### src/rtl/fetch_ctrl_pkg.sv
// ---------------------------------------------------------------------------
// fetch_ctrl_pkg
// Shared types for the fetch controller slice:
//   fetch_entry_t      : {pc, instr} pair pushed into the instruction buffer
//   fetch_state_e      : controller FSM states
//   IBUF_DEPTH_DEFAULT : default instruction-buffer depth
//   word_align()       : clears the two byte-offset bits of a PC
// ---------------------------------------------------------------------------
package fetch_ctrl_pkg;

  localparam int IBUF_DEPTH_DEFAULT = 16;

  typedef struct packed {
    logic [31:0] pc;
    logic [31:0] instr;
  } fetch_entry_t;

  typedef enum logic [1:0] {
    ST_IDLE  = 2'd0,
    ST_RUN   = 2'd1,
    ST_STALL = 2'd2
  } fetch_state_e;

  function automatic logic [31:0] word_align(input logic [31:0] addr);
    return addr & 32'hFFFF_FFFC;
  endfunction

endpackage

### src/rtl/fetch_credit_ctr.sv
// ---------------------------------------------------------------------------
// fetch_credit_ctr
// Tracks instruction-buffer occupancy and outstanding icache requests, and
// derives the credit / in-flight permission flags used to gate new requests.
//   clock, reset     : clock and synchronous active-high reset
//   push_i / pop_i   : buffer push and pop strobes
//   flush_i          : buffer flush, clears occupancy (wins over push/pop)
//   req_hs_i         : icache request handshake
//   rsp_i            : any icache response, kept or dropped
//   occ_o            : current buffer occupancy
//   inflight_o       : current outstanding request count
//   credit_ok_o      : IBUF_DEPTH - occ - inflight is non-zero
//   inflight_ok_o    : inflight is below MAX_INFLIGHT
// ---------------------------------------------------------------------------
module fetch_credit_ctr
  import fetch_ctrl_pkg::*;
#(
  parameter int IBUF_DEPTH   = IBUF_DEPTH_DEFAULT,
  parameter int MAX_INFLIGHT = 4
) (
  input  logic                        clock,
  input  logic                        reset,
  input  logic                        push_i,
  input  logic                        pop_i,
  input  logic                        flush_i,
  input  logic                        req_hs_i,
  input  logic                        rsp_i,
  output logic [$clog2(IBUF_DEPTH):0] occ_o,
  output logic [$clog2(IBUF_DEPTH):0] inflight_o,
  output logic                        credit_ok_o,
  output logic                        inflight_ok_o
);

  localparam int CW = $clog2(IBUF_DEPTH) + 1;
  localparam logic [CW-1:0] DEPTH_C   = CW'(IBUF_DEPTH);
  localparam logic [CW-1:0] MAX_INF_C = CW'(MAX_INFLIGHT);

  logic [CW-1:0] occ_q, occ_d;
  logic [CW-1:0] inflight_q, inflight_d;
  logic [CW-1:0] credits;
  logic          pop_ok;
  logic          rsp_ok;

  always_comb begin
    // Decrements are ignored at zero so a stray pop or a response that
    // belongs to tracking discarded by reset can never wrap a counter.
    pop_ok = pop_i && (occ_q != '0);
    rsp_ok = rsp_i && (inflight_q != '0);

    occ_d = occ_q;
    if (flush_i) begin
      occ_d = '0;
    end else if (push_i && !pop_ok) begin
      occ_d = occ_q + CW'(1);
    end else if (pop_ok && !push_i) begin
      occ_d = occ_q - CW'(1);
    end

    inflight_d = inflight_q;
    if (req_hs_i && !rsp_ok) begin
      inflight_d = inflight_q + CW'(1);
    end else if (rsp_ok && !req_hs_i) begin
      inflight_d = inflight_q - CW'(1);
    end

    credits = DEPTH_C - occ_q - inflight_q;
  end

  always_ff @(posedge clock) begin
    if (reset) begin
      occ_q      <= '0;
      inflight_q <= '0;
    end else begin
      occ_q      <= occ_d;
      inflight_q <= inflight_d;
    end
  end

  assign occ_o         = occ_q;
  assign inflight_o    = inflight_q;
  assign credit_ok_o   = (credits != '0);
  assign inflight_ok_o = (inflight_q < MAX_INF_C);

endmodule

### src/rtl/fetch_ctrl.sv
// ---------------------------------------------------------------------------
// fetch_ctrl
// Instruction fetch controller: issues word-aligned icache requests under a
// credit scheme, tags them with an epoch, pushes matching responses into the
// instruction buffer with zero latency and flushes on redirect.
//   clock, reset            : clock and synchronous active-high reset
//   redirect_i/redirect_pc_i: redirect strobe and new fetch PC
//   icache_req_*            : request valid/addr/epoch out, ready in
//   icache_rsp_*            : in-order response valid/epoch/pc/instr in
//   ibuf_push_o/ibuf_entry_o: buffer push and {pc, instr} entry
//   ibuf_pop_i              : buffer pop (only while non-empty)
//   ibuf_flush_o            : buffer flush, same cycle as redirect
//   stall_cycles_o          : cycles spent in STALL
// Build option: define FETCH_CTRL_STALL_STATS_EN to include the saturating
// stall-cycle counter; otherwise stall_cycles_o is tied to zero.
// ---------------------------------------------------------------------------
module fetch_ctrl
  import fetch_ctrl_pkg::*;
#(
  parameter int          IBUF_DEPTH   = IBUF_DEPTH_DEFAULT,
  parameter int          MAX_INFLIGHT = 4,
  parameter logic [31:0] RESET_PC     = 32'h0
) (
  input  logic        clock,
  input  logic        reset,
  input  logic        redirect_i,
  input  logic [31:0] redirect_pc_i,
  output logic        icache_req_valid_o,
  output logic [31:0] icache_req_addr_o,
  output logic        icache_req_epoch_o,
  input  logic        icache_req_ready_i,
  input  logic        icache_rsp_valid_i,
  input  logic        icache_rsp_epoch_i,
  input  logic [31:0] icache_rsp_pc_i,
  input  logic [31:0] icache_rsp_instr_i,
  output logic        ibuf_push_o,
  output logic [63:0] ibuf_entry_o,
  input  logic        ibuf_pop_i,
  output logic        ibuf_flush_o,
  output logic [31:0] stall_cycles_o
);

  localparam int CW = $clog2(IBUF_DEPTH) + 1;

  fetch_state_e  state_q, state_d;
  logic [31:0]   pc_q, pc_d;
  logic          epoch_q, epoch_d;
  logic          drop_q, drop_d;

  logic          credit_ok;
  logic          inflight_ok;
  logic          req_hs;
  logic [CW-1:0] occ;
  logic [CW-1:0] inflight;
  fetch_entry_t  entry;

  fetch_credit_ctr #(
    .IBUF_DEPTH   (IBUF_DEPTH),
    .MAX_INFLIGHT (MAX_INFLIGHT)
  ) u_credit (
    .clock         (clock),
    .reset         (reset),
    .push_i        (ibuf_push_o),
    .pop_i         (ibuf_pop_i),
    .flush_i       (redirect_i),
    .req_hs_i      (req_hs),
    .rsp_i         (icache_rsp_valid_i),
    .occ_o         (occ),
    .inflight_o    (inflight),
    .credit_ok_o   (credit_ok),
    .inflight_ok_o (inflight_ok)
  );

  // Request / response datapath.
  always_comb begin
    icache_req_valid_o = (state_q == ST_RUN) && credit_ok && inflight_ok && !redirect_i;
    icache_req_addr_o  = pc_q;
    icache_req_epoch_o = epoch_q;
    req_hs             = icache_req_valid_o && icache_req_ready_i;

    // Keep a response only when it carries the live epoch, no redirect is
    // killing this cycle, and the post-reset drop window has closed.
    ibuf_push_o  = icache_rsp_valid_i && !redirect_i && !drop_q &&
                   (icache_rsp_epoch_i == epoch_q);
    ibuf_flush_o = redirect_i;

    entry.pc     = ibuf_push_o ? icache_rsp_pc_i    : 32'h0;
    entry.instr  = ibuf_push_o ? icache_rsp_instr_i : 32'h0;
    ibuf_entry_o = entry;
  end

  // Next-state logic.
  always_comb begin
    state_d = state_q;
    pc_d    = pc_q;
    epoch_d = epoch_q;
    drop_d  = drop_q && !req_hs;

    unique case (state_q)
      ST_IDLE:  state_d = ST_RUN;
      ST_RUN:   if (!credit_ok || !inflight_ok) state_d = ST_STALL;
      ST_STALL: if (credit_ok && inflight_ok)   state_d = ST_RUN;
      default:  state_d = ST_IDLE;
    endcase

    if (req_hs) begin
      pc_d = pc_q + 32'd4;
    end

    // Redirect always lands in RUN; the stall check re-evaluates from there.
    if (redirect_i) begin
      state_d = ST_RUN;
      pc_d    = word_align(redirect_pc_i);
      epoch_d = !epoch_q;
    end
  end

  always_ff @(posedge clock) begin
    if (reset) begin
      state_q <= ST_IDLE;
      pc_q    <= word_align(RESET_PC);
      epoch_q <= 1'b0;
      drop_q  <= 1'b1;
    end else begin
      state_q <= state_d;
      pc_q    <= pc_d;
      epoch_q <= epoch_d;
      drop_q  <= drop_d;
    end
  end

`ifdef FETCH_CTRL_STALL_STATS_EN
  logic [31:0] stall_cnt_q, stall_cnt_d;

  always_comb begin
    stall_cnt_d = stall_cnt_q;
    if ((state_q == ST_STALL) && (stall_cnt_q != 32'hFFFF_FFFF)) begin
      stall_cnt_d = stall_cnt_q + 32'd1;
    end
  end

  always_ff @(posedge clock) begin
    if (reset) begin
      stall_cnt_q <= 32'h0;
    end else begin
      stall_cnt_q <= stall_cnt_d;
    end
  end

  assign stall_cycles_o = stall_cnt_q;
`else
  assign stall_cycles_o = 32'h0;
`endif

  // Credits already reserve a buffer slot for every outstanding request, so
  // these can only fire if the credit accounting itself is broken.
  a_no_push_when_full: assert property (@(posedge clock) disable iff (reset)
    !(ibuf_push_o && (occ == CW'(IBUF_DEPTH))));
  a_inflight_bounded: assert property (@(posedge clock) disable iff (reset)
    (inflight <= CW'(MAX_INFLIGHT)));

endmodule

### config.mk
export PLATFORM = sky130hd
export DESIGN_NAME = fetch_ctrl
export DESIGN_NICKNAME = d
export VERILOG_FILES = /design/src/rtl/fetch_ctrl_pkg.sv /design/src/rtl/fetch_credit_ctr.sv /design/src/rtl/fetch_ctrl.sv
export SDC_FILE = /design/constraint.sdc
export NUM_CORES = 1
export LEC_CHECK = 0
export ABC_CLOCK_PERIOD_IN_PS = 5900
export BUFFER_PORTS_ARGS = -buffer_cell sky130_fd_sc_hd__buf_2
export CAP_MARGIN = 0
export CORE_MARGIN = 4
export CORE_UTILIZATION = 25
export CTS_CLUSTER_SIZE = 10
export DETAILED_ROUTE_END_ITERATION = 12
export GPL_TIMING_DRIVEN = 0
export PLACE_DENSITY_LB_ADDON = 0.05
export SKIP_LAST_GASP = 1
export SLEW_MARGIN = 25
export SYNTH_ARGS = -nofsm -noshare
export SYNTH_HDL_FRONTEND = slang
export SYNTH_HIERARCHICAL = 1
export SYNTH_SLANG_ARGS = --single-unit
### constraint.sdc
create_clock -name clock -period 5.9 [get_ports clock]
set_input_delay 1.18 -clock clock [delete_from_list [all_inputs] [get_ports clock]]
set_output_delay 1.18 -clock clock [all_outputs]
set_load 0.02 [all_outputs]
==> key figures <==
Outcome
  • Status: completed

Cells and area
  • Most frequent cells in the layout: buf_2, and2_1, dfxtp_1, buf_4, conb_1
  • Final instance area: 5080 µm²
  • Layout cells sized above 1: 36.1%
  • Commonest non-fill, non-tap cell in the layout: buf_2
  • Final #Nets: 829
  • Layout area overhead: 42.0%

Placement
  • Dpl hpwl: 11,500 µm
  • GP Congestion: 0.844
  • Placed inst area: 4920 µm²
  • Worst slack at placement: 1.44 ns
  • Port bufs: 198

Global route
  • Initial antenna violation count: 3
  • Vias in the first global route: 4,014
  • First-pass GRT wire length: 21,400 µm
  • Gr usage total: 16.6%
  • Largest net degree at the start of global routing: 13
  • Gr ovfl total: 0

Worst setup path
  • CP arrival: 3.19 ns
  • Startpoint type of the worst setup path: input port
  • FF-to-FF path depth: 19
  • R2R Path End: u_credit/inflight_o[4]
  • Worst r2r src: u_credit/occ_o[2]
  • Critical path endpoint category: output port
  • CP Max Fanout: 10
  • Critical path required time: 4.72 ns
  • R2r setup slk: 1.66 ns
  • Crit path kind: in -> out

Power
  • Net switching power: 478 µW
  • Switching Share: 38.3%
  • Clock share of power: 25.4%
  • Peak VDD IR: 0.000125 V
  • Comb power frac: 43.6%
  • Power share of the sequential group: 31.0%
  • Static Leak: 0.00252 µW
  • Pwr dens: 246 nW/µm²
  • Internal Dissipation: 770 µW

Floorplan
  • Row cnt: 43
  • Die height: 128 µm
  • Boundary pin count: 235
  • Initial Utilization: 25.7%
  • CORE AREA: 13,900 µm²
  • Chip Width: 128 µm
  • Die area: 16,300 µm²

Hold path
  • Hold depth: 1
  • Hold path endpoint: drop_q
  • HP Start: drop_q
  • Worst hold path class: reg -> reg

Routing
  • Detailed router's first-iteration violation count: 202
  • Via count: 4,140
  • DR WL/cell: 15.9 µm
  • Total Routed Length: 14,100 µm
  • Remaining DRCs: 0
  • Pre-antenna DRT Iters: 4
  • ANT nets after route: 0
  • Drt via density: 4.66

Timing
  • Slew @ Worst Pin: 0.739 ns
  • Setup_tns: 0 ns
  • Fmax achieved: 0.229 GHz
  • Slew Limit Fails: 0
  • Fin crit period: 4.37 ns
  • Count of final hold-check violations: 0
  • Worst Skew: 0.00734 ns
  • Final setup viols: 0
  • Slew headroom: 50.4%
  • Final setup margin: 1.53 ns
  • Final worst-path cycle share: 74.0%
  • Hold Slack: 0.492 ns
  • RSZ-0062 raised after global routing: false

Clock network
  • Worst-skew pair later-pin latency: 0.29 ns
  • CTS buffer count: 5
  • Root Driver: clkbuf_16
  • Clock transition at the registers of the reported paths: 0.06 ns
  • Postcts setup bufs: 0
  • Max Root-Sink Buffers: 2
  • H-tree depth: 2
  • Post-CTS sizing: 0
  • CTS tree: done
  • Hold-fix buffers, CTS: 0
  • Clock Sinks: 44

Logic synthesis
  • Synth Instances: 469
  • Distinct cells, synth: 61
  • Post-synth top flop: dfxtp_1
  • EDFF count, synth: 0
  • Post-synthesis sequential element count: 44
  • Cell Area, Synth: 3580 µm²
  • Async SR Flop Fraction: 0%
  • Mapped Avg Cell Area: 7.63 µm²
  • Synth warn: 6
  • Sequential share of the synthesized area: 24.6%

Flow run
  • Max_cap viols: 0
[worst max-delay path, cell delays in order]
cell	delay, ns
buf_2	0.15
buf_2	0.21
nor4b_1	0.55
clkbuf_1	0.43
clkbuf_1	0.32
and2_1	0.17
buf_2	0.17
[per-stage QoR]
step | cells | power, µW | utilization, %
global route | 889 | 1350 | 36.5
finish | 889 | 1250 | 36.5
floorplan | 502 | 780 | -
global placement | 880 | 928 | 35.3
detailed placement | 880 | 937 | 35.3
CTS | 886 | 1260 | 36.4
[registers in the layout (all words and copies together), names as in the netlist]
register	flops
icache_req_addr_o	30
u_credit/inflight_o	5
u_credit/occ_o	5
state_q	2
drop_q	1
icache_req_epoch_o	1
[layout make-up]
| class | count | area, µm² |
|---|---|---|
| Fill cell | 1503 | 8850 |
| Multi-Input combinational cell | 376 | 2380 |
| Timing Repair Buffer | 198 | 991 |
| Sequential cell | 44 | 881 |
| Buffer | 65 | 383 |
| Tap cell | 180 | 225 |
| Clock buffer | 5 | 125 |
| Inverter | 17 | 63.8 |
| Clock inverter | 1 | 30.0 |
| Antenna cell | 3 | 7.51 |
[cells in the mapped netlist (all sizes together), types with 3 or more instances]
cell	count	area share [%]
and2	75	13
dfxtp	44	25
buf	43	8.4
a21oi	30	4.2
nor2	30	3.1
clkbuf	22	2.3
nand2	21	2.2
a31oi	19	3.3
o21ai	19	2.7
ha	16	5.6
inv	16	1.7
nand3	16	2.4
nand4	12	2.1
nor3	12	1.8
xor2	11	2.7
o22ai	8	1.4
xnor2	8	2.0
and4	7	1.7
a21o	4	0.84
a32oi	4	0.98
and3	4	0.73
or3	4	0.84
a2111oi	3	0.91
a22oi	3	0.63
fa	3	1.7
or4	3	0.73
[worst max-delay path by stage]
| stage | start | end | slack, ns | cells past startpoint |
|---|---|---|---|---|
| after floorplan | redirect_i | icache_req_valid_o | 2.20 | 4 |
| after global placement | redirect_i | ibuf_entry_o[55] | 1.45 | 7 |
| after detailed placement | redirect_i | ibuf_entry_o[41] | 1.44 | 7 |
| after CTS | redirect_i | ibuf_entry_o[41] | 1.44 | 7 |
| after global routing | redirect_i | ibuf_entry_o[41] | 1.26 | 7 |
| final | redirect_i | ibuf_entry_o[41] | 1.53 | 7 |
[power by group through the flow]
stage	Clock (µW)	Combinational [µW]	Sequential (µW)
global placement	0	535	393
CTS	324	547	388
floorplan	0	383	398
global route	341	618	395
finish	317	544	387
detailed placement	0	543	394
[routing by layer]
| layer | track usage, % | share of wire, % | vias to the layer above |
|---|---|---|---|
| li1 | - | - | 2076 |
| met1 | 20.0 | 40 | 1872 |
| met2 | 28.4 | 49 | 180 |
| met3 | 5.08 | 9.9 | 12 |
| met4 | 4.99 | 1.5 | 0 |
| met5 | 0 | 0 | - |
[cell families (layout without fill, tap and decap cells)]
group | Yosys count | count (layout) | synth area share, %
buffers and inverters | 82 | 286 | 12.5
flip-flops | 44 | 44 | 24.6
other | 1 | 37 | 0.105
AO/OA/AOI/OAI | 105 | 105 | 18.4
adder cells (fa/ha/maj) | 20 | 20 | 7.55
XOR/XNOR | 19 | 19 | 4.65
multiplexers | 3 | 3 | 0.874
AND/OR/NAND/NOR | 195 | 195 | 31.3
Power figures use the tool's default switching activity.
